## config.mk

```make
export PLATFORM = sky130hd
export DESIGN_NAME = seg_scanner
export DESIGN_NICKNAME = d
export VERILOG_FILES = /design/src/rtl/seg_scan_pkg.sv /design/src/rtl/seg_lz_mask.sv /design/src/rtl/seg_scanner.sv
export SDC_FILE = /design/constraint.sdc
export NUM_CORES = 1
export LEC_CHECK = 0
export CAP_MARGIN = 20
export CORE_ASPECT_RATIO = 1.25
export CORE_MARGIN = 3
export CORE_UTILIZATION = 32
export CTS_BUF_LIST = sky130_fd_sc_hd__clkbuf_4 sky130_fd_sc_hd__clkbuf_8 sky130_fd_sc_hd__clkbuf_16
export DETAILED_ROUTE_END_ITERATION = 7
export HOLD_SLACK_MARGIN = 0.1
export PLACE_DENSITY = 0.6
export SYNTH_ARGS = -nofsm -noshare
export SYNTH_HDL_FRONTEND = slang
export SYNTH_SLANG_ARGS = --single-unit
```

## constraint.sdc

```tcl
create_clock -name clk -period 1.9 [get_ports clk]
set_input_delay 0.19 -clock clk [delete_from_list [all_inputs] [get_ports clk]]
set_output_delay 0.19 -clock clk [all_outputs]
set_load 0.005 [all_outputs]
```

## src/rtl/seg_scan_pkg.sv

```systemverilog
// Shared definitions for the 7-segment scanner: state encoding,
// width helpers and parameter sanity checks.
package seg_scan_pkg;

    typedef enum logic {
        BLANK = 1'b0,
        SHOW  = 1'b1
    } scan_state_e;

    function automatic int clog2(input int n);
        int r;
        r = 0;
        while ((1 << r) < n) begin
            r++;
        end
        return r;
    endfunction

    function automatic int maxOf(input int a, input int b);
        return (a > b) ? a : b;
    endfunction

    function automatic bit paramsLegal(input int digits, input int scanDiv, input int blankCycles);
        return (digits >= 1) && (digits <= 8) && (scanDiv >= 1) && (blankCycles >= 1);
    endfunction

endpackage

```

## src/rtl/seg_lz_mask.sv

```systemverilog
// Combinational leading-zero detector: flags each digit above digit 0
// whose value and every more-significant digit are zero.
module seg_lz_mask
    import seg_scan_pkg::*;
#(
    parameter int DIGITS = 8
) (
    input  logic [4*DIGITS-1:0] value_i,
    input  logic                lz_suppress_i,
    output logic [DIGITS-1:0]   suppress_o
);

    logic allZero;

    // Walk from the most significant digit down, accumulating "all zero so far".
    always_comb begin
        allZero    = 1'b1;
        suppress_o = '0;
        for (int i = DIGITS - 1; i >= 0; i--) begin
            allZero = allZero & (value_i[4*i +: 4] == 4'h0);
            if (i != 0) begin
                suppress_o[i] = lz_suppress_i & allZero;
            end
        end
    end

endmodule

```

## src/rtl/seg_scanner.sv

```systemverilog
// Time-multiplexed digit scanner with tear-free frame-boundary commit,
// inter-digit blanking and live leading-zero suppression.
module seg_scanner
    import seg_scan_pkg::*;
#(
    parameter int DIGITS       = 8,
    parameter int SCAN_DIV     = 50000,
    parameter int BLANK_CYCLES = 500
) (
    input  logic                clk,
    input  logic                rst_n,
    input  logic                load,
    input  logic [4*DIGITS-1:0] value,
    input  logic [DIGITS-1:0]   digit_en,
    input  logic                lz_suppress,
    output logic [3:0]          nibble,
    output logic                nibble_en,
    output logic [DIGITS-1:0]   an
);

    localparam int CNT_W = maxOf(1, clog2(maxOf(SCAN_DIV, BLANK_CYCLES)));
    localparam int IDX_W = maxOf(1, clog2(DIGITS));

    localparam logic [CNT_W-1:0] SHOW_LAST  = CNT_W'(SCAN_DIV - 1);
    localparam logic [CNT_W-1:0] BLANK_LAST = CNT_W'(BLANK_CYCLES - 1);
    localparam logic [IDX_W-1:0] IDX_LAST   = IDX_W'(DIGITS - 1);

    generate
        if (!paramsLegal(DIGITS, SCAN_DIV, BLANK_CYCLES)) begin : gBadParams
            $error("seg_scanner: DIGITS must be 1..8, SCAN_DIV and BLANK_CYCLES must be >= 1");
        end
    endgenerate

    scan_state_e         state_q, state_d;
    logic [IDX_W-1:0]    idx_q, idx_d;
    logic [CNT_W-1:0]    cnt_q, cnt_d;
    logic [4*DIGITS-1:0] pendValue_q, pendValue_d;
    logic [DIGITS-1:0]   pendMask_q, pendMask_d;
    logic                pendValid_q, pendValid_d;
    logic [4*DIGITS-1:0] commValue_q, commValue_d;
    logic [DIGITS-1:0]   commMask_q, commMask_d;
    logic [3:0]          nibble_q, nibble_d;
    logic                nibbleEn_q, nibbleEn_d;
    logic [DIGITS-1:0]   an_q, an_d;

    logic [DIGITS-1:0]   suppress;
    logic [3:0]          curNibble;
    logic                curMask;
    logic                curSuppress;
    logic                showDigit;
    logic                frameEnd;

    seg_lz_mask #(
        .DIGITS(DIGITS)
    ) uLzMask (
        .value_i      (commValue_q),
        .lz_suppress_i(lz_suppress),
        .suppress_o   (suppress)
    );

    assign curNibble   = commValue_q[4*idx_q +: 4];
    assign curMask     = commMask_q[idx_q];
    assign curSuppress = suppress[idx_q];

    // Outputs are computed one cycle ahead so they land on the same edge as the state change.
    always_comb begin
        state_d     = state_q;
        idx_d       = idx_q;
        cnt_d       = cnt_q;
        pendValue_d = pendValue_q;
        pendMask_d  = pendMask_q;
        pendValid_d = pendValid_q;
        commValue_d = commValue_q;
        commMask_d  = commMask_q;
        nibble_d    = nibble_q;
        nibbleEn_d  = nibbleEn_q;
        an_d        = an_q;
        showDigit   = 1'b0;
        frameEnd    = 1'b0;

        case (state_q)
            BLANK: begin
                if (cnt_q == BLANK_LAST) begin
                    state_d   = SHOW;
                    cnt_d     = '0;
                    showDigit = 1'b1;
                end else begin
                    cnt_d = cnt_q + 1'b1;
                end
            end
            SHOW: begin
                if (cnt_q == SHOW_LAST) begin
                    state_d    = BLANK;
                    cnt_d      = '0;
                    idx_d      = (idx_q == IDX_LAST) ? '0 : idx_q + 1'b1;
                    frameEnd   = (idx_q == IDX_LAST);
                    an_d       = '1;
                    nibbleEn_d = 1'b0;
                end else begin
                    cnt_d     = cnt_q + 1'b1;
                    showDigit = 1'b1;
                end
            end
            default: begin
                state_d = BLANK;
            end
        endcase

        if (showDigit) begin
            nibble_d   = curNibble;
            an_d       = curMask ? ~(DIGITS'(1) << idx_q) : '1;
            nibbleEn_d = curMask & ~curSuppress;
        end

        // A load landing exactly on the frame boundary bypasses the pending stage.
        if (frameEnd) begin
            if (load) begin
                commValue_d = value;
                commMask_d  = digit_en;
                pendValid_d = 1'b0;
            end else if (pendValid_q) begin
                commValue_d = pendValue_q;
                commMask_d  = pendMask_q;
                pendValid_d = 1'b0;
            end
        end else if (load) begin
            pendValue_d = value;
            pendMask_d  = digit_en;
            pendValid_d = 1'b1;
        end
    end

    always_ff @(posedge clk or negedge rst_n) begin
        if (!rst_n) begin
            state_q     <= BLANK;
            idx_q       <= '0;
            cnt_q       <= '0;
            pendValue_q <= '0;
            pendMask_q  <= '0;
            pendValid_q <= 1'b0;
            commValue_q <= '0;
            commMask_q  <= '0;
            nibble_q    <= 4'h0;
            nibbleEn_q  <= 1'b0;
            an_q        <= '1;
        end else begin
            state_q     <= state_d;
            idx_q       <= idx_d;
            cnt_q       <= cnt_d;
            pendValue_q <= pendValue_d;
            pendMask_q  <= pendMask_d;
            pendValid_q <= pendValid_d;
            commValue_q <= commValue_d;
            commMask_q  <= commMask_d;
            nibble_q    <= nibble_d;
            nibbleEn_q  <= nibbleEn_d;
            an_q        <= an_d;
        end
    end

    assign nibble    = nibble_q;
    assign nibble_en = nibbleEn_q;
    assign an        = an_q;

endmodule

```

==> qor_table.md <==
| Quantity | This run | Unit |
|---|---|---|
| Outcome | finished with violations | - |
| Failing checks | setup timing | - |
| Worst Path Arrival | 2.29 | ns |
| Critical R2R Capture | pendValue_q[10] | - |
| Maximum Capacitance Violations | 0 | - |
| Seq pwr share | 42.2 | % |
| Commonest non-fill, non-tap cell in the layout | dfrtp_1 | - |
| Via count | 3854 | - |
| Type of the most critical hold path | in -> reg | - |
| Most area-consuming cells after synthesis | dfrtp_1, mux2_2, mux2i_1 | - |
| Cell type with the largest total area after synthesis | dfrtp_1 | - |
| Count of clock tree sinks | 114 | - |
| Worst-case hold slack | 0.206 | ns |
| #FFs+latches synth | 114 | - |
| Top library cells by usage in the layout, fill and taps aside | dfrtp_1, clkdlybuf4s50_1, mux2i_1, a21oi_2, buf_4 | - |
| Routability congestion estimate | 0.801 | - |
| Pwr per Cell Area | 758 | mW/mm^2 |
| Mean instance size in the synthesized netlist | 12.4 | sq um |
| Ratio of cells with drive above 1 in the final layout | 44.2 | % |
| Power Internal | 4770 | uW |
| Proportion of synthesized chip area in sequential cells | 52.2 | % |
| Full die area | 0.0188 | sq mm |
| Count of fill cells added during filler insertion | 1440 | - |
| Clock latency of the later-clocked register in the worst-skew pair | 0.41 | ns |
| Worst Tran Pin Value | 0.525 | ns |
| DRC errors left | 0 | - |
| Cells after synthesis | 443 | - |
| Worst Min Path Start | load | - |
| Hold worst-path end | pendValid_q | - |
| First-pass GRT wire length | 20.3 | mm |
| Lkg Pwr | 0.00360 | uW |
| Synth-to-Final Area Change | 45.9 | % |
| Power share of the combinational group | 8.4 | % |
| Worst-case setup slack after placement | -0.114 | ns |
| Number of stages on the worst hold path | 3 | - |
| Number of warnings issued by yosys | 0 | - |
| Critical Path Sink Type | flip-flop | - |
| RSZ-0062 raised after global routing | yes | - |
| Core box area | 0.0165 | sq mm |
| Worst-case headroom to the max-slew limit | 65.0 | % |
| Number of buffers added by the clock tree synthesis step | 17 | - |
| Cells traversed along the worst timing path | ha_2 > nand3_2 > and4bb_1 > and2b_2 > a21boi_4 > buf_8 > clkbuf_16 > mux2_2 | - |
| TritonRoute pass-1 iters | 4 | - |
| Crit path kind | reg -> reg | - |
| Fraction of synthesized cell area taken by the top area cell type | 48.3 | % |
| Highest-delay cell along the critical path | dfrtp_1 | - |
| Number of setup violations in the final report | 46 | - |
| Antenna diode instance count | 0 | - |
| Final Instance Area | 0.00801 | sq mm |
| Delay of the slowest critical-path stage | 0.38 | ns |
| Minimum clock period after layout | 2.01 | ns |
| Proportion of power drawn by the clock network | 49.4 | % |
| Final net count | 613 | - |
| Antenna Violating Nets Remaining | 0 | - |
| Highest net fanout along the worst path | 6 | - |
| Clock transition at path regs | 0.05 | ns |
| Final hold viol count | 0 | - |
| Combined global-route utilization of all metal layers | 13.8 | % |
| Initial core utilization | 33.2 | % |
| Deepest level of the CTS H-tree | 4 | - |
| Net count after synthesis | 494 | - |
| Number of top-level pins | 57 | - |
| Netlist area before placement | 0.00549 | sq mm |
| Crit start category | flip-flop | - |
| Final cell utilization of the core | 48.4 | % |
| Setup WS post-layout | -0.109 | ns |
| Drt wl/cell | 16.9 | um |
| Overall die height | 152 | um |
| Vias per std cell | 4.87 | - |
| Remaining global-route overflow | 0 | - |
| Share of flip-flops with an asynchronous set or reset | 100 | % |
| Largest net degree at the start of global routing | 52 | - |
| Worst reg-to-reg setup slack | -0.11 | ns |
| HPWL after DPL | 8.34 | mm |
| Distinct cells, synth | 50 | - |
| Required time of the critical path | 2.19 | ns |
| Maximum root-to-sink buffer count | 2 | - |
| Cell chosen for the clock root | clkbuf_16 | - |
| Die outline width | 123 | um |
| Highest clock rate | 498 | MHz |
| Via count of the first global-routing pass | 3939 | - |
| Routed wire length | 13.4 | mm |
| Placed standard-cell area | 0.00654 | sq mm |
| Final-report max-slew violation count | 0 | - |
| Clock tree from TritonCTS | yes | - |
| Buffers added on ports | 56 | - |
| Flip-flop cell with the highest count after synthesis | dfrtp_1 | - |
| Number of cell rows | 52 | - |
| Initial antenna violation count | 0 | - |
| Reg2Reg Depth | 8 | - |
| Proportion of total power due to net switching | 21.4 | % |
| IR drop worst, VDD | 0.000572 | V |
| EDFF count, synth | 0 | - |
| Number of DRC markers after the initial detailed-route iteration | 188 | - |
| Setup TNS | -3.12 | ns |
| Reg-to-reg critical path startpoint | cnt_q[1] | - |
| Final worst path period share | 106 | % |
| Switching component of the power | 1300 | uW |
| Clock skew after layout | 0.00873 | ns |
==> flip-flops by register name, indices dropped and copies added (netlist names) <==
register,count
commValue_q,32
pendValue_q,32
cnt_q,16
an,8
commMask_q,8
pendMask_q,8
nibble,4
idx_q,3
nibble_en,1
pendValid_q,1
state_q,1
==> worst max-delay path, delay by kind of cell, from the launching register on <==
| family | cells | cell delay [ns] |
|---|---|---|
| simple gates | 3 | 0.49 |
| fa+ha+maj | 1 | 0.20 |
| buf+inv | 2 | 0.33 |
| compound gates | 1 | 0.18 |
| mux | 1 | 0.32 |
| flops | 1 | 0.38 |
==> synth_stat cells (3+ instances only) <==
| master | instances |
|---|---|
| nor3_1 | 3 |
| nand2_1 | 19 |
| nor2_2 | 3 |
| nor2_1 | 63 |
| inv_1 | 7 |
| nand3_1 | 8 |
| nand4_1 | 3 |
| clkbuf_1 | 5 |
| buf_4 | 4 |
| dfrtp_1 | 106 |
| o21ai_0 | 3 |
| mux4_2 | 10 |
| mux2_2 | 42 |
| xnor2_1 | 8 |
| xor2_1 | 6 |
| dfstp_2 | 8 |
| nor4_1 | 7 |
| buf_6 | 8 |
| a21oi_1 | 11 |
| mux2i_1 | 40 |
| ha_1 | 7 |
| a21oi_2 | 40 |
==> per-layer routing <==
metal	vias up	global-route usage, %	share of wire, %
li1	1816	-	-
met1	1934	17.0	42
met2	84	23.2	52
met3	20	3.49	3.6
met4	0	4.64	2.0
met5	-	0	0
==> how the worst max path moves through the flow <==
stage              start              end  slack [ns]  cells after the start
3_3_place_gp    cnt_q[0]        nibble[0]       -0.10                      7
3_5_place_dp    cnt_q[1]        nibble[2]       -0.11                      7
5_1_grt        cnt_q[12]  commValue_q[23]       -0.19                      8
2_1_floorplan   cnt_q[0]    pendMask_q[0]       0.004                      7
4_1_cts         cnt_q[1]  pendValue_q[20]        -0.1                      8
6_report        cnt_q[1]  pendValue_q[10]       -0.11                      8
==> cell families after synthesis <==
kind of cell             synth area share (%)
AO/OA/AOI/OAI                            8.87
XOR/XNOR                                 2.23
adder cells (fa/ha/maj)                  1.60
buffers and inverters                    3.85
flip-flops                               52.2
multiplexers                             20.4
AND/OR/NAND/NOR                          10.9
==> cell type report <==
cell class | count | area, sq um | area share, %
sequential | 114 | 2870 | 35.8
multi-input combinational | 299 | 2850 | 35.6
timing repair buffer | 123 | 1430 | 17.8
clock buffer | 25 | 504 | 6.30
tap | 216 | 270 | 3.38
clock inverter | 7 | 60.1 | 0.750
inverter | 7 | 26.3 | 0.328
==> what timing repair did <==
action	in CTS	in global routing
resized for setup	31	96
pin swaps	2	4
endpoints found under the hold margin	35	0
cloned	3	10
hold buffers	1	0
setup endpoints to repair	85	105
setup buffers	6	7
==> metrics by stage <==
stage	power, uW	cells
detailed placement	3010	734
global route	6320	791
global placement	2990	734
floorplan	2800	443
finish	6070	791
CTS	6080	774
==> power by group through the flow <==
stage               clock, uW  sequential (uW)  combinational, uW
floorplan                   0             2590                217
global placement            0             2590                399
detailed placement          0             2600                412
CTS                      3060             2560                465
global route             3190             2570                551
finish                   3000             2560                508
Note: power is estimated with default switching activity, not from simulation.
